### src/rtl/anim_pkg.sv
// Shared definitions for the sprite animation sequencer.
//   anim_state_t : sequencer FSM states
//   OP_DRAW/ERASE: request opcode sent to the draw engine
//   SCREEN_W/H   : visible VGA area the origins must stay inside
//   anim_req_t   : registered request fields held stable while req_valid is high
//   next_x       : x-origin advance with wrap back to the start column
package anim_pkg;

    typedef enum logic [2:0] {
        IDLE,
        DRAW_REQ,
        DRAW_WAIT,
        HOLD,
        ERASE_REQ,
        ERASE_WAIT,
        ADVANCE
    } anim_state_t;

    localparam logic OP_DRAW  = 1'b0;
    localparam logic OP_ERASE = 1'b1;

    localparam int SCREEN_W = 320;
    localparam int SCREEN_H = 240;

    typedef struct packed {
        logic       op;
        logic [1:0] pose;
        logic [8:0] x;
        logic [7:0] y;
    } anim_req_t;

    // Sum is formed at 10 bits so x + step cannot wrap before the limit test.
    function automatic logic [8:0] next_x(input logic [8:0] x, input int step,
                                          input int start, input int limit);
        logic [9:0] sum;
        sum = {1'b0, x} + 10'(step);
        return (sum > 10'(limit)) ? 9'(start) : sum[8:0];
    endfunction

endpackage

### src/rtl/anim_sequencer_if.sv
// Request/done channel between the animation sequencer and the draw engine.
//   req_valid/req_ready : one-at-a-time request handshake
//   req_op/pose/x/y     : request fields, stable while req_valid is high
//   done                : engine pulse, one cycle, after finishing a request
// master = sequencer side, slave = draw-engine side.
interface anim_sequencer_if;
    logic       req_valid;
    logic       req_ready;
    logic       req_op;
    logic [1:0] req_pose;
    logic [8:0] req_x;
    logic [7:0] req_y;
    logic       done;

    modport master (
        output req_valid, req_op, req_pose, req_x, req_y,
        input  req_ready, done
    );

    modport slave (
        input  req_valid, req_op, req_pose, req_x, req_y,
        output req_ready, done
    );
endinterface

### src/rtl/anim_sequencer_key_edge_sync.sv
// Synchroniser and press detector for an active-low push button.
//   clk, reset : system clock, synchronous active-low reset
//   key_n      : raw button, asynchronous, low while pressed
//   pulse      : one-cycle high on each press (falling edge of key_n)
// Flops reset to 1 (released) so a reset never fakes a press.
module key_edge_sync (
    input  logic clk,
    input  logic reset,
    input  logic key_n,
    output logic pulse
);
    logic s1, s2, s3;

    always_ff @(posedge clk) begin
        if (!reset) begin
            s1 <= 1'b1;
            s2 <= 1'b1;
            s3 <= 1'b1;
        end else begin
            s1 <= key_n;
            s2 <= s1;
            s3 <= s2;
        end
    end

    assign pulse = s3 & ~s2;
endmodule

### src/rtl/anim_sequencer.sv
// Animation sequencer: turns a KEY press into a looping draw/hold/erase/advance
// sequence issued to the sprite draw engine, one request at a time.
//   clk, reset : system clock, synchronous active-low reset
//   start_n    : raw KEY (active low, async); a press starts the animation
//   stop       : one-cycle request to stop after the current frame
//   req        : master side of anim_sequencer_if (request + done)
//   busy       : high in every state except IDLE
//   frame_cnt  : completed frames, wrapping 255 -> 0
module anim_sequencer
    import anim_pkg::*;
#(
    parameter int HOLD_CYCLES = 25000000,
    parameter int NUM_POSES   = 4,
    parameter int X_START     = 90,
    parameter int X_STEP      = 16,
    parameter int X_LIMIT     = 220,
    parameter int Y_ORIGIN    = 70
) (
    input  logic                    clk,
    input  logic                    reset,
    input  logic                    start_n,
    input  logic                    stop,
    anim_sequencer_if.master        req,
    output logic                    busy,
    output logic [7:0]              frame_cnt
);
    localparam int              TW        = (HOLD_CYCLES > 1) ? $clog2(HOLD_CYCLES) : 1;
    localparam logic [TW-1:0]   HOLD_LAST = TW'(HOLD_CYCLES - 1);
    localparam logic [1:0]      POSE_LAST = 2'(NUM_POSES - 1);

    anim_state_t   state, state_d;
    logic [TW-1:0] timer;
    logic          stop_pending;
    anim_req_t     rq;
    logic [7:0]    frame_q;
    logic          start_pulse;

    key_edge_sync u_start_sync (
        .clk   (clk),
        .reset (reset),
        .key_n (start_n),
        .pulse (start_pulse)
    );

    always_ff @(posedge clk) begin
        if (!reset) state <= IDLE;
        else        state <= state_d;
    end

    // done is only looked at in the *_WAIT states, so a done coincident with
    // the handshake edge (still in *_REQ) is dropped on purpose.
    always_comb begin
        state_d = state;
        case (state)
            IDLE:       if (start_pulse)   state_d = DRAW_REQ;
            DRAW_REQ:   if (req.req_ready) state_d = DRAW_WAIT;
            DRAW_WAIT:  if (req.done)      state_d = HOLD;
            HOLD:       if (timer == HOLD_LAST) state_d = ERASE_REQ;
            ERASE_REQ:  if (req.req_ready) state_d = ERASE_WAIT;
            ERASE_WAIT: if (req.done)      state_d = ADVANCE;
            ADVANCE:    state_d = stop_pending ? IDLE : DRAW_REQ;
            default:    state_d = IDLE;
        endcase
    end

    always_ff @(posedge clk) begin
        if (!reset) begin
            timer        <= '0;
            stop_pending <= 1'b0;
            rq           <= '{op: OP_DRAW, pose: 2'd0, x: 9'(X_START), y: 8'(Y_ORIGIN)};
            frame_q      <= 8'd0;
        end else begin
            // Timer sits at zero outside HOLD, so entering HOLD starts it at 0.
            if (state == HOLD) timer <= timer + TW'(1);
            else               timer <= '0;

            if (state == ADVANCE && stop_pending)
                stop_pending <= 1'b0;
            else if (stop && state != IDLE)
                stop_pending <= 1'b1;

            // Opcode is set on the way into a request state, so it is already
            // stable on the first cycle req_valid is high.
            if (state_d == ERASE_REQ)     rq.op <= OP_ERASE;
            else if (state_d == DRAW_REQ) rq.op <= OP_DRAW;

            if (state == IDLE && start_pulse) begin
                rq.pose <= 2'd0;
                rq.x    <= 9'(X_START);
            end

            if (state == ADVANCE) begin
                rq.pose <= (rq.pose == POSE_LAST) ? 2'd0 : rq.pose + 2'd1;
                rq.x    <= next_x(rq.x, X_STEP, X_START, X_LIMIT);
                frame_q <= frame_q + 8'd1;
            end
        end
    end

    assign req.req_valid = (state == DRAW_REQ) || (state == ERASE_REQ);
    assign req.req_op    = rq.op;
    assign req.req_pose  = rq.pose;
    assign req.req_x     = rq.x;
    assign req.req_y     = rq.y;
    assign busy          = (state != IDLE);
    assign frame_cnt     = frame_q;
endmodule

### src/flat_wrapper.sv
// flat-port wrapper written by rule: the top's interface ports become plain ports
module anim_sequencer_flat import anim_pkg::*;
#(
    parameter int HOLD_CYCLES = 25000000,
    parameter int NUM_POSES   = 4,
    parameter int X_START     = 90,
    parameter int X_STEP      = 16,
    parameter int X_LIMIT     = 220,
    parameter int Y_ORIGIN    = 70
)
  (clk, reset, start_n, stop, busy, frame_cnt, req_req_valid, req_req_op, req_req_pose, req_req_x, req_req_y, req_req_ready, req_done);
  anim_sequencer_if req_i ();
  input  logic clk;
  input  logic reset;
  input  logic start_n;
  input  logic stop;
  output logic busy;
  output logic [7:0] frame_cnt;
  output wire logic [$bits(req_i.req_valid)-1:0] req_req_valid;
  output wire logic [$bits(req_i.req_op)-1:0] req_req_op;
  output wire logic [$bits(req_i.req_pose)-1:0] req_req_pose;
  output wire logic [$bits(req_i.req_x)-1:0] req_req_x;
  output wire logic [$bits(req_i.req_y)-1:0] req_req_y;
  input wire logic [$bits(req_i.req_ready)-1:0] req_req_ready;
  input wire logic [$bits(req_i.done)-1:0] req_done;
  assign req_req_valid = req_i.req_valid;
  assign req_req_op = req_i.req_op;
  assign req_req_pose = req_i.req_pose;
  assign req_req_x = req_i.req_x;
  assign req_req_y = req_i.req_y;
  assign req_i.req_ready = req_req_ready;
  assign req_i.done = req_done;
  anim_sequencer #(.HOLD_CYCLES(HOLD_CYCLES), .NUM_POSES(NUM_POSES), .X_START(X_START), .X_STEP(X_STEP), .X_LIMIT(X_LIMIT), .Y_ORIGIN(Y_ORIGIN)) u_core (.clk(clk), .reset(reset), .start_n(start_n), .stop(stop), .req(req_i), .busy(busy), .frame_cnt(frame_cnt));
endmodule
### config.mk
export PLATFORM = sky130hd
export DESIGN_NAME = anim_sequencer_flat
export DESIGN_NICKNAME = d
export VERILOG_FILES = /design/src/rtl/anim_pkg.sv /design/src/rtl/anim_sequencer_if.sv /design/src/rtl/anim_sequencer_key_edge_sync.sv /design/src/rtl/anim_sequencer.sv /design/src/flat_wrapper.sv
export SDC_FILE = /design/constraint.sdc
export NUM_CORES = 1
export LEC_CHECK = 0
export ABC_AREA = 1
export BUFFER_PORTS_ARGS = -buffer_cell sky130_fd_sc_hd__buf_2
export CORE_MARGIN = 2
export CORE_UTILIZATION = 57
export DETAILED_ROUTE_END_ITERATION = 8
export PLACE_DENSITY = 0.9
export SETUP_SLACK_MARGIN = 0.3
export SLEW_MARGIN = 20
export SYNTH_ARGS = -nofsm -noshare
export SYNTH_HDL_FRONTEND = slang
export SYNTH_SLANG_ARGS = --single-unit
### constraint.sdc
create_clock -name clk -period 1.8 [get_ports clk]
set_input_delay 0 -clock clk [delete_from_list [all_inputs] [get_ports clk]]
set_output_delay 0 -clock clk [all_outputs]
set_load 0.1 [all_outputs]
## After elaboration in Yosys (flattened, before gate mapping)

Index checks and enable logic that the tools add are counted.

| operators by class | value |
|---|---|
| add/sub/neg operators | 4 |
| eq/ne operators | 10 |
| multiplexer cells | 14 |
| reductions and logical operators | 10 |
| bitwise logic cells | 3 |
| $lt $le $gt $ge | 1 |

Operators by type and width:

| kind | count |
|---|---|
| 25-bit by 1-bit adder with 25-bit output (second input constant) | 1 |
| 25-bit equality test (second input constant) | 1 |
| 11-bit 2-to-1 mux | 2 |
| 3-bit one-hot mux with 7 select lines | 1 |
| 3-bit 2-to-1 mux | 6 |
| 3-bit equality test (second input constant) | 4 |
| 9-bit by 5-bit adder with 10-bit output (second input constant) | 1 |
| 10-bit by 8-bit > comparator with 1-bit output (second input constant) | 1 |
| 9-bit 2-to-1 mux | 1 |
| 8-bit by 1-bit adder with 8-bit output (second input constant) | 1 |
| 3-bit by 1-bit equality test with 1-bit output (second input constant) | 2 |
| 3-bit by 2-bit equality test with 1-bit output (second input constant) | 2 |
| 2-bit nonzero test | 2 |
| 1-bit logical AND | 3 |
| 3-bit zero test | 1 |
| 1-bit 2-to-1 mux | 3 |
| 3-bit nonzero test | 1 |
| 2-bit by 1-bit adder with 2-bit output (second input constant) | 1 |
| 2-bit equality test (second input constant) | 1 |
| 2-bit 2-to-1 mux | 1 |
| 1-bit NOT | 2 |
| 2-bit AND reduction | 1 |
| 2-bit OR reduction | 1 |
| 1-bit AND | 1 |
| 1-bit logical OR | 1 |

| word-level totals | value |
|---|---|
| logic and storage cells | 52 |
| register bits after elaboration | 52 |

## Depth between registers and ports, before layout

Gate-level depths: netlist of run 1.

| logic depth | value |
|---|---|
| word-level depth | 7 |
| depth in mapped cells | 11 |

## Hierarchy

Synthesis of run 1 repeated with hierarchy kept, for this count alone.

| unflattened totals | value |
|---|---|
| cell total of the unflattened synthesis | 342 |
| area total of the unflattened synthesis | 2,507.4 µm² |

Modules (own cells, without submodules):

| module | instances | area each (µm²) | cells each |
|---|---|---|---|
| anim_sequencer | 1 | 2,417.3 | 331 |
| key_edge_sync | 1 | 90.1 | 11 |

## Least setup slack after synthesis of run 1

Ideal clock, no wire load.

| timing path | value |
|---|---|
| kind | reg2reg |
| start | reg u_core.rq (netlist bit u_core.req.req_x[5]) |
| end | reg u_core.rq (netlist bit u_core.req.req_x[6]) |
| path slack | -250 ps |
| library setup time | 137 ps |
| stages on the path, launching flop included | 9 |
| arrival time | 1,913 ps |
| clock period less this slack | 2,050 ps |
| required time | 1,663 ps |
| path through | dfxtp_1 -> ha_1 -> nand3_1 -> nor2_1 -> o21ai_0 -> nand2_1 -> nand3_1 -> nand2_1 -> nand4_1 |

| on the way | value |
|---|---|
| word-level cells in the longest chain between the ends | 4 |

RTL lines:

| what | line | RTL |
|---|---|---|
| start: declaration | anim_sequencer.sv:34 | `anim_req_t rq;` |
| start signal: assignment | anim_sequencer.sv:70 | `rq <= '{op: OP_DRAW, pose: 2'd0, x: 9'(X_START), y: 8'(Y_ORIGIN)};` |
| 9-bit by 5-bit adder with 10-bit output * | anim_pkg.sv:36 | `sum = {1'b0, x} + 10'(step);` |
| 10-bit by 8-bit > comparator with 1-bit output | anim_pkg.sv:37 | `return (sum > 10'(limit)) ? 9'(start) : sum[8:0];` |
| 9-bit 2-to-1 mux * | anim_pkg.sv:37 |  |
| 11-bit 2-to-1 mux * | anim_sequencer.sv:92 | `if (state == ADVANCE) begin` |

Every way passes the cells marked *; elsewhere a longest branch is shown, timed or not.
A chain may end at the register's enable or synchronous reset.

## Final worst setup path of run 1

| timing path | value |
|---|---|
| start | reg u_core.timer[0] |
| end | reg u_core.timer[22] |

| on the way | value |
|---|---|
| word-level cells in the longest chain between the ends | 1 |

RTL lines:

| what | line | RTL |
|---|---|---|
| start: declaration | anim_sequencer.sv:32 | `logic [TW-1:0] timer;` |
| start signal: assignment | anim_sequencer.sv:74 | `if (state == HOLD) timer <= timer + TW'(1);` |
| 25-bit by 1-bit adder with 25-bit output | anim_sequencer.sv:74 |  |

Every way passes these cells.

==> out/metrics.cfg, run 1 <==
[power]
power_leakage_nw = 1.20
irDropWorstVdd_mv = 0.473
total_power_mw = 1.93
p_per_area_nw_per_um2 = 636

[grt]
grt_antenna_before_repair = 0
gr-total-overflow = 0
grt_first_pass_wirelength_mm = 9.19
grt_max_degree = 16
globalRouteTotalUtil = 0.226
grt_pass1_vias = 2216

[worst_setup_path]
cp_max_fo = 6
critPathCaptureType = flip-flop
r2r-start = u_core.timer[0]
crit_path_start_kind = flip-flop
arrival_ps = 1720
cp_data_required_time_ps = 2050
critPathLaunch = u_core.timer[0]
worstSetupPathType = flip-flop to flip-flop

[floorplanning]
ios = 36
dieHeight_microns = 70.7
fp.dieW_microns = 70.7
core_sq_um = 4320
row_count = 24
start_util = 0.587
die-area_sq_um = 5000

[sta]
setup_ws_ps = 328
fmax_ghz = 0.679
min_period_ps = 1470
finalHoldViolations = 0
clock_skew_ps = 9.26
setup_viol = 0
timing.setup.tns_ps = 0
grt_setup_unrepaired = true
fin_crit_sh = 0.818
drv_slew = 0
whs_ps = 45.2

[final_layout]
fin_util = 0.701
nets = 402
stdcell_area_sq_um = 3030
n_fill_cell = 318
syn_to_final_growth_pct = 19.6
mostFrequentLayoutCells = 68 x nand2_1, 42 x inv_1, 32 x a21oi_1, 29 x nor2_1
fin_cells = 443
final_common_cell = nand2_1
n_antenna_cell = 0
drive_gt1_frac = 0.297

[place]
post-dp-hpwl_mm = 3.91
routabilityCongestion = 0.840
portBuffers = 25
place_area_sq_um = 2690
post-place-ws_ps = 206
placedCellCount = 423

[cts]
ctsHtreeMaxLevel = 2
cts_tree = done
clkSinkCount = 49
ctsRootBufferMaster = clkbuf_8
ctsLongestPathBuffers = 2
clk_latency_ps = 310
cts.reportedPaths.clkPinSlew_ps = 90
cts_buffers = 5

[route]
drt_iter0_drc = 170
via_per_inst = 5.48
totalWireLength_mm = 5.83
dr_total_vias = 2429
firstDrtPassIters = 4
drcViolationCount = 0
wl_per_cell_microns = 13.2
ant_nets = 0

[logic_synthesis]
synth-seq-cells = 49
synth_cell_types = 36
synthCells = 352
syn_area_sq_um = 2540
yosys_warnings = 0
synth_area_per_cell_sq_um = 7.21
ys_seq_area_frac = 0.387

[worst_hold_path]
min-delay-start = stop
holdCritPathClass = primary input to flip-flop

[run_status]
outcome = finished clean

[run]
drv_cap = 0

## Yosys cell counts, drive strengths merged
cell	instances	area share
nand4	9	0.022
dfxtp	49	0.39
and3	1	0.0025
o21ai	14	0.028
clkinv	1	0.0020
o21a	2	0.0059
buf	13	0.039
xor2	4	0.014
nor2	42	0.078
nand3b	2	0.011
or2	7	0.017
o21bai	2	0.0059
clkbuf	2	0.0030
nand3	23	0.059
nor3b	3	0.0089
conb	2	0.0030
nor3	12	0.030
nand2	77	0.12
a211oi	1	0.0030
a21oi	33	0.065
inv	46	0.068
and2	1	0.0025
xnor2	1	0.0035
ha	5	0.025
## worst paths after layout
| path | endpoint | slack (ps) | cells past startpoint |
|---|---|---|---|
| worst max-delay path | u_core.timer[22] | 330 | 8 |
| worst min-delay path | u_core.stop_pending | 50 | 3 |
| worst max register to register | u_core.timer[22] | 330 | 8 |
| worst min register to register | u_core.u_start_sync.s3 | 420 | 2 |
## worst max-delay path, stage by stage, from the launching register on
cell and delay (ps):
dfxtp_4 380, ha_4 150, nand2_4 50, nor2_4 140
nand3_4 110, nor2_4 170, nand3_2 90, or2_1 230
a21oi_2 110
## final cells by class
cell class | count | area [sq um] | area share
Timing Repair Buffer | 39 | 238 | 0.0784
Clock inverter | 2 | 11.3 | 0.00371
Tap cell | 52 | 65.1 | 0.0215
Sequential cell | 49 | 1030 | 0.340
Multi-Input combinational cell | 249 | 1430 | 0.473
Inverter | 47 | 184 | 0.0606
Clock buffer | 5 | 68.8 | 0.0227
## layer usage
metal / GRT usage / wire (microns) / vias to the layer above
met3: 0.0499 / 312 / 17
met1: 0.270 / 2490 / 1140
li1: - / - / 1181
met2: 0.395 / 2920 / 91
met4: 0.0881 / 113 / 0
met5: 0 / 0 / -
## power breakdown
part           switching, mW  leakage [nW]  internal (mW)
sequential           0.00995         0.409           1.08
clock                  0.365        0.0377          0.262
combinational          0.180         0.755         0.0300
total                  0.556          1.20           1.37
## cell families (layout without fill, tap and decap cells)
group | after synthesis | after routing | synth area share
and+or+nand+nor | 177 | 177 | 0.349
buffers and inverters | 62 | 93 | 0.112
DFF | 49 | 49 | 0.387
other | 2 | 10 | 0.00296
adders and majority gates | 5 | 5 | 0.0247
xor gates and xnor gates | 5 | 5 | 0.0173
AOI/OAI and AO/OA | 52 | 52 | 0.108
## state kept, by name, indices dropped and copies added (netlist names), 2 cells and up
register             flops
u_core.timer            25
u_core.state             3
u_core.frame_cnt         8
u_core.req.req_pose      2
u_core.req.req_x         6
## repair_timing
item | in CTS | in global routing
pin swaps | 3 | 17
hold endpoints to repair | 2 | 0
setup buffers | 2 | 9
resized for setup | 9 | 43
hold buffers | 2 | 0
setup endpoints to repair | 12 | 29
(Power assumes the default switching activity.)
==> inputs of run 2 (changes only) <==
--- a/config.mk
+++ b/config.mk
@@ -8,9 +8,9 @@
 export ABC_AREA = 1
 export BUFFER_PORTS_ARGS = -buffer_cell sky130_fd_sc_hd__buf_2
 export CORE_MARGIN = 2
-export CORE_UTILIZATION = 57
+export CORE_UTILIZATION = 51
 export DETAILED_ROUTE_END_ITERATION = 8
-export PLACE_DENSITY = 0.9
+export PLACE_DENSITY = 0.86
 export SETUP_SLACK_MARGIN = 0.3
 export SLEW_MARGIN = 20
 export SYNTH_ARGS = -nofsm -noshare
==> constraint.sdc (replaced) <==
create_clock -name clk -period 1.3 [get_ports clk]
set_input_delay 0 -clock clk [delete_from_list [all_inputs] [get_ports clk]]
set_output_delay 0 -clock clk [all_outputs]
set_load 0.1 [all_outputs]
==> out/metrics.cfg, run 2 (synthesis results as in run 1) <==
[place]
portBuffers = 25  ; unchanged
post-place-ws_ps = -175  ; -381 ps
post-dp-hpwl_mm = 4.34  ; +11%
routabilityCongestion = 0.974  ; +16%
place_area_sq_um = 3190  ; +19%
placedCellCount = 476  ; +13%

[final_layout]
n_antenna_cell = 0  ; unchanged
stdcell_area_sq_um = 4100  ; +35%
largest_reg_flops = 25  ; unchanged
final_common_cell = nand2_1
regMostFlops = u_core.timer
nets = 452  ; +12%
drive_gt1_frac = 0.570  ; +0.273
fin_cells = 509  ; +15%
mostFrequentLayoutCells = 49 x nand2_1, 43 x buf_4, 33 x buf_6, 32 x inv_1, 22 x nor2_1
syn_to_final_growth_pct = 61.8
fin_util = 0.863  ; +0.162

[floorplanning]
fp.dieW_microns = 74.5  ; +5.4%
row_count = 25  ; +4.2%
start_util = 0.533  ; -0.0531
dieHeight_microns = 74.5  ; +5.4%
die-area_sq_um = 5550  ; +11%
ios = 36  ; unchanged
core_sq_um = 4750  ; +10%

[cts]
cts_tree = done
clkSinkCount = 49  ; unchanged
clk_latency_ps = 330  ; +20 ps
ctsHtreeMaxLevel = 2  ; unchanged
ctsRootBufferMaster = clkbuf_8
cts_buffers = 5  ; unchanged
ctsLongestPathBuffers = 2  ; unchanged
cts.reportedPaths.clkPinSlew_ps = 120  ; +30 ps

[grt]
grt_max_degree = 18  ; +2
gr-total-overflow = 0  ; unchanged
globalRouteTotalUtil = 0.316  ; +0.0902
grt_pass1_vias = 2737  ; +24%
grt_first_pass_wirelength_mm = 13.1  ; +42%
grt_antenna_before_repair = 0  ; unchanged

[worst_hold_path]
whs_path_depth = 2  ; -1
min_to = u_core.req.req_x[4]
holdCritPathClass = primary input to flip-flop
min-delay-start = reset

[route]
drt_iter0_drc = 432  ; +150%
drcViolationCount = 0  ; unchanged
via_per_inst = 6.11  ; +11%
firstDrtPassIters = 9  ; +5
wl_per_cell_microns = 22.1  ; +68%
dr_total_vias = 3109  ; +28%
totalWireLength_mm = 11.3  ; +93%
ant_nets = 0  ; unchanged

[worst_setup_path]
cpMostUsedCell = a21oi_1
r2r-start = u_core.state[0]
arrival_ps = 2070  ; +350 ps
r2r_end = u_core.req.req_op
crit_slowest_cell = a21oi_1
crit_family = compound AO/OA/AOI/OAI gates
cp_max_fo = 6  ; unchanged
reg2reg_setup_slack_ps = -550  ; -870 ps
cp_slowest_stage_delay_ps = 420  ; +40 ps
critPathCaptureType = flip-flop
cp_data_required_time_ps = 1520  ; -530 ps
worstSetupPathType = flip-flop to flip-flop
crit_path_start_kind = flip-flop
r2r_cells = 8  ; unchanged
path_cells = inv_2, buf_6, nand3_1, o21ai_0, a21oi_1, nand2_2, o21bai_1, a21oi_1
critPathBufInv = 2  ; +2

[sta]
finalHoldViolations = 0  ; unchanged
timing.setup.tns_ps = -7310  ; -7310 ps
setup_ws_ps = -546  ; -874 ps
setup_viol = 45  ; +45
whs_ps = 53.8  ; +8.61 ps
fmax_ghz = 0.542  ; -20%
tightest_slew_ps = 575
drv_slew = 0  ; unchanged
grt_setup_unrepaired = true
min_period_ps = 1850  ; +374 ps
fin_crit_sh = 1.42  ; +0.602
clock_skew_ps = 25.6  ; +16.4 ps
slew-limit-headroom = 0.617

[power]
p_sw_frac = 0.318  ; +0.0300
p_int_mw = 1.98  ; +45%
p_clk_frac = 0.341  ; +0.016
total_power_mw = 2.91  ; +51%
p_per_area_nw_per_um2 = 709  ; +12%
pwr-share-comb = 0.143  ; +0.034
p_seq_frac = 0.516  ; -0.050
power_leakage_nw = 1.63  ; +35%
irDropWorstVdd_mv = 0.667  ; +41%
p_sw_mw = 0.926  ; +67%

[run_status]
violations = negative setup slack
outcome = complete, but fails checks

[run]
drv_cap = 0  ; unchanged

run 2: what timing repair did:
item | 4_1_cts | 5_1_grt
buffers inserted | 11 | 12
endpoints found under the setup margin | 66 | 58
gates resized for setup | 107 | 74
pin swaps | 40 | 31
gates cloned | 0 | 0
endpoints found under the hold margin | 1 | 1
hold buffers | 1 | 1
run 2: cell type report:
class	count	area [sq um]
Fill cell	223	652
Sequential cell	49	1060
Multi-Input combinational cell	249	1820
Timing Repair Buffer	89	850
Tap cell	67	83.8
Clock buffer	5	68.8
Inverter	47	196
Clock inverter	3	26.3
run 2: worst max-delay path by stage:
stage | from | endpoint | slack (ps) | cells after the start
after global routing | u_core.state[0] | u_core.req.req_op | -830 | 8
final | u_core.state[0] | u_core.req.req_op | -550 | 8
after floorplan | u_core.frame_cnt[1] | u_core.frame_cnt[7] | -110 | 6
after detailed placement | u_core.timer[1] | u_core.timer[10] | -180 | 11
after global placement | u_core.timer[1] | u_core.timer[22] | -110 | 8
after CTS | u_core.timer[0] | u_core.timer[10] | -140 | 11
run 2: layer usage:
layer | share of wire | wire (microns) | global-route usage
met1 | 0.32 | 3630 | 0.328
met5 | 0 | 0 | 0
met3 | 0.11 | 1190 | 0.0569
met2 | 0.49 | 5480 | 0.576
met4 | 0.086 | 972 | 0.210
run 2: worst register-to-register path: stages (launching register included):
cell	delay [ps]
dfxtp_2	380
inv_2	60
buf_6	140
nand3_1	130
o21ai_0	140
a21oi_1	420
nand2_2	190
o21bai_1	180
a21oi_1	100
run 2: power groups by stage:
stage | Clock, mW | Sequential, mW | Combinational [mW]
after floorplan | 0 | 1.56 | 0.253
after global placement | 0 | 1.54 | 0.321
after detailed placement | 0 | 1.54 | 0.328
after CTS | 0.957 | 1.50 | 0.363
after global routing | 1.05 | 1.50 | 0.430
final | 0.992 | 1.50 | 0.417
==> inputs of run 3 (changes only) <==
--- a/config.mk
+++ b/config.mk
@@ -12,6 +12,7 @@
 export DETAILED_ROUTE_END_ITERATION = 8
 export PLACE_DENSITY = 0.86
 export SETUP_SLACK_MARGIN = 0.3
+export SKIP_CTS_REPAIR_TIMING = 1
 export SLEW_MARGIN = 20
 export SYNTH_ARGS = -nofsm -noshare
 export SYNTH_HDL_FRONTEND = slang
==> out/metrics.cfg, run 3 (synthesis results as in run 1) <==
[cts]
ctsLongestPathBuffers = 2  ; unchanged
ctsHtreeMaxLevel = 2  ; unchanged
clk_latency_ps = 320  ; about the same
clkSinkCount = 49  ; unchanged
cts_buffers = 5  ; unchanged
ctsRootBufferMaster = clkbuf_8
cts_tree = done
cts.reportedPaths.clkPinSlew_ps = 110  ; about the same

[sta]
setup_ws_ps = -385  ; +161 ps
setup_viol = 43  ; -4.4%
fmax_ghz = 0.593  ; +9.5%
grt_setup_unrepaired = true
drv_slew = 0  ; unchanged
slew-limit-headroom = 0.616  ; -0.000978
clock_skew_ps = 15.1  ; -10.5 ps
fin_crit_sh = 1.30  ; -0.124
finalHoldViolations = 0  ; unchanged
tightest_slew_ps = 576  ; +1.46 ps
min_period_ps = 1690  ; -161 ps

[grt]
globalRouteTotalUtil = 0.210  ; -0.106
grt_max_degree = 18  ; unchanged
grt_pass1_vias = 2135  ; -22%
grt_first_pass_wirelength_mm = 9.08  ; -31%
gr-total-overflow = 0  ; unchanged
grt_antenna_before_repair = 1  ; +1

[floorplanning]
start_util = 0.533  ; unchanged
core_sq_um = 4750  ; unchanged
dieHeight_microns = 74.5  ; unchanged
fp.dieW_microns = 74.5  ; unchanged
row_count = 25  ; unchanged
die-area_sq_um = 5550  ; unchanged
ios = 36  ; unchanged

[worst_setup_path]
crit_path_start_kind = flip-flop
cp_max_fo = 5  ; -1
r2r_cells = 6  ; -2
r2r-start = u_core.state[0]
cp_data_required_time_ps = 1430  ; -90 ps
reg2reg_setup_slack_ps = -390  ; +160 ps
critPathCaptureType = flip-flop
arrival_ps = 1820  ; -250 ps
worstSetupPathType = flip-flop to flip-flop
critPathLaunch = u_core.state[0]
crit_path_end = u_core.req.req_x[4]
r2r_end = u_core.req.req_x[4]

[final_layout]
nets = 443  ; -2.0%
stdcell_area_sq_um = 3900  ; -5.0%
n_antenna_cell = 0  ; unchanged
syn_to_final_growth_pct = 53.7
mostFrequentLayoutCells = 60 x nand2_1, 41 x buf_4, 34 x inv_1, 27 x buf_6, 22 x nor2_1
fin_cells = 500  ; -1.8%
largest_reg_flops = 25  ; unchanged
fin_util = 0.820  ; -0.0429
drive_gt1_frac = 0.515  ; -0.0551
regMostFlops = u_core.timer
final_common_cell = nand2_1

[route]
wl_per_cell_microns = 17.7  ; -20%
dr_total_vias = 2776  ; -11%
drt_iter0_drc = 249  ; -42%
ant_nets = 0  ; unchanged
drcViolationCount = 0  ; unchanged
firstDrtPassIters = 5  ; -4
via_per_inst = 5.55  ; -9.1%
totalWireLength_mm = 8.84  ; -22%

[power]
total_power_mw = 2.90  ; -0.49%
power_leakage_nw = 1.48  ; -9.0%
p_per_area_nw_per_um2 = 743  ; +4.7%
irDropWorstVdd_mv = 0.806  ; +21%

[place]
routabilityCongestion = 0.974  ; unchanged
place_area_sq_um = 3190  ; unchanged
portBuffers = 25  ; unchanged
post-place-ws_ps = -175  ; unchanged
placedCellCount = 476  ; unchanged
post-dp-hpwl_mm = 4.34  ; unchanged

[run_status]
outcome = complete, but fails checks
violations = negative setup slack

[worst_hold_path]
holdCritPathClass = primary input to flip-flop

[run]
drv_cap = 0  ; unchanged

==> run 3: cell types whose count changed in the layout (fill, tap and decap cells not counted), moves of 4 or more <==
cell,change
nand2_1,+11
buf_6,-6
a21oi_2,-4
nand2_4,-5
nand2_2,-6
==> run 3: final cells by class <==
type,instances,area [sq um]
tap,67,83.8
fill,260,856
sequential,49,1060
multi-input combinational,250,1750
inverter,47,191
timing repair buffer,79,722
clock inverter,3,26.3
clock buffer,5,68.8
==> run 3: per-stage QoR <==
stage / hold WS, ps / TNS [ps]
after global routing: 4.91 / -7040
after floorplan: 107 / -761
after CTS: -114 / -2310
after global placement: 204 / -725
final: 17.4 / -3910
after detailed placement: 203 / -1550
==> run 3: where the power goes <==
part	switching, mW	total [mW]	internal (mW)	leakage [nW]
Combinational	0.299	0.397	0.0989	1.02
Sequential	0.0199	1.50	1.48	0.413
Clock	0.603	0.996	0.393	0.0423
==> run 3: how the worst min path moves through the flow <==
stage                              to  slack [ps]  depth (start not counted)    start
5_1_grt           u_core.stop_pending           5                          3     stop
4_1_cts        u_core.u_start_sync.s1        -110                          2  start_n
6_report          u_core.stop_pending          20                          3     stop
3_3_place_gp   u_core.u_start_sync.s1         200                          2  start_n
3_5_place_dp   u_core.u_start_sync.s1         200                          2  start_n
2_1_floorplan  u_core.u_start_sync.s1         110                          1  start_n
==> run 3: routing by layer <==
layer	vias to the layer above	track usage	share of wire
met4	2	0.0615	0.064
met3	53	0.0474	0.055
met2	127	0.380	0.52
met1	1323	0.249	0.36
li1	1271	-	-
met5	-	0	0.0015
==> run 3: critical path, cell delays in order (launching register included) <==
cell     delay [ps]
dfxtp_2         360
buf_6           120
nor3_4          230
nand3_2         170
nand2_4         150
xor2_1          210
nand3_1         250
